File: src/rtl/branch_resolve_unit.sv
// Branch resolution stage: evaluates the six B-type conditions, computes the next-PC target
// and mispredict, holds one result behind valid/ready, and keeps saturating retire counters.
module branch_resolve_unit #(
  parameter int XLEN  = 32,
  parameter int CNT_W = 16
) (
  input  logic             clk_i,
  input  logic             rst_i,
  input  logic             flush_i,
  input  logic             in_valid_i,
  output logic             in_ready_o,
  input  logic [2:0]       funct3_i,
  input  logic [XLEN-1:0]  rs1_data_i,
  input  logic [XLEN-1:0]  rs2_data_i,
  input  logic [XLEN-1:0]  pc_i,
  input  logic [XLEN-1:0]  imm_i,
  input  logic             pred_taken_i,
  output logic             out_valid_o,
  input  logic             out_ready_i,
  output logic             taken_o,
  output logic [XLEN-1:0]  target_o,
  output logic             mispredict_o,
  output logic             illegal_o,
  output logic             br_less_o,
  output logic             br_equal_o,
  input  logic             cnt_clr_i,
  output logic [CNT_W-1:0] br_cnt_o,
  output logic [CNT_W-1:0] mis_cnt_o
);

  function automatic logic [CNT_W-1:0] sat_inc(input logic [CNT_W-1:0] cnt, input logic inc);
    if (inc && (cnt != {CNT_W{1'b1}})) return cnt + CNT_W'(1);
    return cnt;
  endfunction

  logic signed [XLEN-1:0] rs1_s, rs2_s;
  logic eq, lt_s, lt_u, less, cond, ill, mis, accept, retire;
  logic [XLEN-1:0] target;

  logic            valid_q, valid_d, taken_q, taken_d, mis_q, mis_d;
  logic            ill_q, ill_d, less_q, less_d, eq_q, eq_d;
  logic [XLEN-1:0] target_q, target_d;
  logic [CNT_W-1:0] br_cnt_q, br_cnt_d, mis_cnt_q, mis_cnt_d;

  assign rs1_s = rs1_data_i;
  assign rs2_s = rs2_data_i;

  always_comb begin
    eq   = (rs1_data_i == rs2_data_i);
    lt_s = (rs1_s < rs2_s);
    lt_u = (rs1_data_i < rs2_data_i);
    less = (funct3_i[2:1] == 2'b11) ? lt_u : lt_s;
    ill  = (funct3_i[2:1] == 2'b01);
    case (funct3_i)
      3'b000:  cond = eq;
      3'b001:  cond = !eq;
      3'b100:  cond = lt_s;
      3'b101:  cond = !lt_s;
      3'b110:  cond = lt_u;
      3'b111:  cond = !lt_u;
      default: cond = 1'b0;
    endcase
    target = cond ? (pc_i + imm_i) : (pc_i + XLEN'(4));
    mis    = !ill && (cond != pred_taken_i);
  end

  assign in_ready_o = !rst_i && (!valid_q || out_ready_i);
  assign accept     = in_valid_i && in_ready_o && !flush_i;
  assign retire     = valid_q && out_ready_i && !flush_i;

  always_comb begin
    valid_d   = valid_q;
    taken_d   = taken_q;
    target_d  = target_q;
    mis_d     = mis_q;
    ill_d     = ill_q;
    less_d    = less_q;
    eq_d      = eq_q;
    br_cnt_d  = br_cnt_q;
    mis_cnt_d = mis_cnt_q;
    if (flush_i) begin
      valid_d = 1'b0;
    end else if (accept) begin
      valid_d  = 1'b1;
      taken_d  = cond;
      target_d = target;
      mis_d    = mis;
      ill_d    = ill;
      less_d   = less;
      eq_d     = eq;
    end else if (retire) begin
      valid_d = 1'b0;
    end
    // Counting looks at the result leaving the register, not the one being loaded.
    if (cnt_clr_i) begin
      br_cnt_d  = '0;
      mis_cnt_d = '0;
    end else if (retire && !ill_q) begin
      br_cnt_d  = sat_inc(br_cnt_q, 1'b1);
      mis_cnt_d = sat_inc(mis_cnt_q, mis_q);
    end
  end

  always_ff @(posedge clk_i) begin
    if (rst_i) begin
      valid_q   <= 1'b0;
      taken_q   <= 1'b0;
      target_q  <= '0;
      mis_q     <= 1'b0;
      ill_q     <= 1'b0;
      less_q    <= 1'b0;
      eq_q      <= 1'b0;
      br_cnt_q  <= '0;
      mis_cnt_q <= '0;
    end else begin
      valid_q   <= valid_d;
      taken_q   <= taken_d;
      target_q  <= target_d;
      mis_q     <= mis_d;
      ill_q     <= ill_d;
      less_q    <= less_d;
      eq_q      <= eq_d;
      br_cnt_q  <= br_cnt_d;
      mis_cnt_q <= mis_cnt_d;
    end
  end

  assign out_valid_o  = valid_q;
  assign taken_o      = taken_q;
  assign target_o     = target_q;
  assign mispredict_o = mis_q;
  assign illegal_o    = ill_q;
  assign br_less_o    = less_q;
  assign br_equal_o   = eq_q;
  assign br_cnt_o     = br_cnt_q;
  assign mis_cnt_o    = mis_cnt_q;

endmodule

File: config.mk
export PLATFORM = sky130hd
export DESIGN_NAME = branch_resolve_unit
export DESIGN_NICKNAME = d
export VERILOG_FILES = /design/src/rtl/branch_resolve_unit.sv
export SDC_FILE = /design/constraint.sdc
export NUM_CORES = 1
export LEC_CHECK = 0
export CORE_MARGIN = 1.5
export CORE_UTILIZATION = 40
export DETAILED_ROUTE_END_ITERATION = 7
export PLACE_DENSITY = 0.76
export SLEW_MARGIN = 5
export SYNTH_ARGS = -nofsm -noshare
export SYNTH_HDL_FRONTEND = slang
export SYNTH_SLANG_ARGS = --single-unit
export TNS_END_PERCENT = 20
File: constraint.sdc
create_clock -name clk_i -period 3.62 [get_ports clk_i]
set_clock_uncertainty 0.05 [all_clocks]
set_input_delay 0.905 -clock clk_i [delete_from_list [all_inputs] [get_ports clk_i]]
set_output_delay 0.905 -clock clk_i [all_outputs]
set_load 0.01 [all_outputs]
==> results.md <==
* DP Area at 8590 um2
* Worst path required time at 3830 ps
* Number of global-route vias before repair at 5893
* Starting Density at 0.413
* Routed Antenna Nets at 0
* Global-route wire length before repair at 28000 um
* Total track usage at 0.233
* Post-Synthesis Cells at 752
* H-tree depth at 3
* Layout area overhead at 60.3%
* Drt wl/cell at 15.4 um
* Worst path arrival time at 3850 ps
* Achievable Freq at 274 MHz
* Sequential-to-total area share from yosys stat at 0.243
* Comb pwr share at 0.343
* Max Cap Viol at 0
* Hold WC Path Type: reg2reg
* Clk pin slew, worst setup/hold paths at 60 ps
* Die Y-Extent at 123 um
* Worst R2R Setup Slack at 1120 ps
* Port Buffers at 208
* Dpl cells at 1198
* Top cell type's share of synthesized area at 0.243
* Clk sink count at 70
* Vias at 6487
* Post-synth EDFFs at 0
* CP Max Fanout at 6
* Worst hold path cell count at 2
* Core Area at 14000 um2
* Fin area at 9260 um2
* Multi-input gate area at 4350 um2
* Worst r2r path cells at 9
* Endpoints failing hold at 0
* Sw Share at 0.310
* Fin crit share at 1.01
* Drt total wl at 18700 um
* Initial antenna violation count at 0
* Internal power at 0.00184 W
* Commonest cells post-synth: nor2_1, dfxtp_1, ha_1
* Vias/cell at 5.33
* Row cnt at 43
* Pre-antenna DRT Iters at 5
* I/O pins at 209
* DRC Markers at 0
* Top area cells in the synthesized netlist: dfxtp_1, ha_1, xnor2_1
* Post-DP HPWL at 14700 um
* Peak supply drop at 0.239 mV
* Post-synthesis async set-or-reset flop share at 0
* Total power at 0.00266 W
* Slew HR at 0.347
* R2R Path End: br_cnt_o[9]
* CP endpoint: target_o[28]
* Post-Syn Area per Cell at 7.68 um2
* FILL cells at 1141
* Pwr/cell area at 288 nW/um2
* Grt ovf at 0
* Post-Syn Area at 5780 um2
* Yosys warns at 0
* Status: complete, but fails checks
* Antenna diodes at 0
* Synth unique cells at 55
* Net Sw Power at 0.000826 W
* Lkg Pwr at 3.86 nW
* DRT iter0 DRCs at 401
* Failing checks: setup timing
* Final std cells w/o fill at 1218
* Clock power frac at 0.350
* Largest area contributor in the netlist: dfxtp_1
* CTS tree: yes
* Die width at 123 um
* Unrepaired setup endpoints after global routing: true
* Nets at 1238
* Longest Clk Path Bufs at 2
* Register area at 1400 um2
* Top-count cell post-synth: nor2_1
* Setup-failing EPs final at 1
* Clock Latency Late Sink at 340 ps
* Worst setup path startpoint: rs1_data_i[27]
* Mapped Nets at 957
* DIE AREA at 15200 um2
* Reg-to-Reg Start: br_cnt_o[11]
* Tmin final at 3640 ps
* Setup crit end kind: register
* CTS Root Buffer Type: clkbuf_16
* Flop pwr share at 0.308
* PnR worst setup slack at -24.7 ps
* Primary FF master, synth: dfxtp_1
* Largest net degree at the start of global routing at 33
* Setup CP Type: in2reg
* Slew Limit Fails at 0
* Slew @ Worst Pin at 976 ps
* Placer congestion estimate at 0.931
* CP Launch Type: input pin
* Fraction of layout cells with a size suffix above 1 at 0.144
* TritonCTS buffer count at 9
* Synthesized flop and latch total at 70
[per-stage QoR]
step	hold WS (ps)	util	worst slack (ps)	setup TNS (ps)
detailed placement	386	0.614	-362	-9690
CTS	396	0.636	-4.27	-4.27
floorplan	417	-	289	0
global route	420	0.662	-98.3	-649
global placement	384	0.614	-280	-6910
finish	390	0.662	-24.7	-24.7
[flip-flops by register name (all words and copies together) (netlist names)]
register	count
br_equal_o	1
br_cnt_o	16
br_less_o	1
illegal_o	1
taken_o	1
mis_cnt_o	16
out_valid_o	1
target_o	32
mispredict_o	1
[how the worst min path moves through the flow]
stage               startpoint      end  slack, ps
floorplan              taken_o  taken_o        420
global placement       taken_o  taken_o        380
detailed placement     taken_o  taken_o        390
CTS                    taken_o  taken_o        400
global route           taken_o  taken_o        420
finish                 taken_o  taken_o        390
[cell usage in the layout (no fill, tap or decap), types with 9 or more instances in the layout]
cell,n
a21oi_1,60
and3_1,14
and4_1,9
buf_4,76
clkbuf_16,10
clkdlybuf4s50_1,190
dfxtp_1,70
dlymetal6s2s_1,18
ha_1,52
ha_4,14
inv_1,36
inv_2,13
nand2_1,59
nand2b_1,9
nand3_1,45
nand4_1,17
nor2_1,70
nor3_1,10
o21ai_0,50
xnor2_1,45
xor2_1,40
[logic make-up after synthesis]
logic type                 Yosys count  share of synthesized area
and+or+nand+nor                    268                      0.229
DFF                                 70                      0.243
muxes                                7                     0.0121
AOI/OAI and AO/OA                  187                      0.193
buffers and inverters               68                     0.0481
adders and majority gates           67                      0.146
xor gates and xnor gates            85                      0.129
[routing by layer]
layer / wire length (um) / GRT usage / up-vias
met2: 9250 / 0.415 / 191
li1: - / - / 3251
met1: 8160 / 0.292 / 3018
met3: 1040 / 0.0369 / 27
met5: 0 / 0 / -
met4: 295 / 0.0589 / 0
[worst max-delay path, stage by stage]
cell             delay, ps
clkdlybuf4s50_1        450
ha_4                   290
nand4_1                160
or4_4                  550
a211o_1                330
nand4_1                110
a32o_2                 360
buf_6                  150
nand2_1                 90
or3_1                  370
o211ai_1                90
[power groups by stage]
stage / registers [W] / logic, W / clock network (W)
finish: 0.000820 / 0.000913 / 0.000931
global route: 0.000822 / 0.000996 / 0.000972
CTS: 0.000820 / 0.000847 / 0.000933
detailed placement: 0.000836 / 0.000840 / 0
global placement: 0.000837 / 0.000827 / 0
floorplan: 0.000845 / 0.000416 / 0
[repair_timing]
action,4_1_cts,5_1_grt
buffers inserted,0,3
hold buffers,0,0
endpoints found under the setup margin,2,33
gates resized for setup,2,65
gates cloned,0,1
pin swaps,1,12
[layout make-up]
class	count	share of cell area
Clock inverter	7	0.00865
Multi-Input combinational cell	614	0.470
Timing Repair Buffer	289	0.301
Clock buffer	9	0.0243
Sequential cell	70	0.151
Tap cell	180	0.0243
Inverter	49	0.0199
No activity file was read; power rests on OpenSTA's default activity.
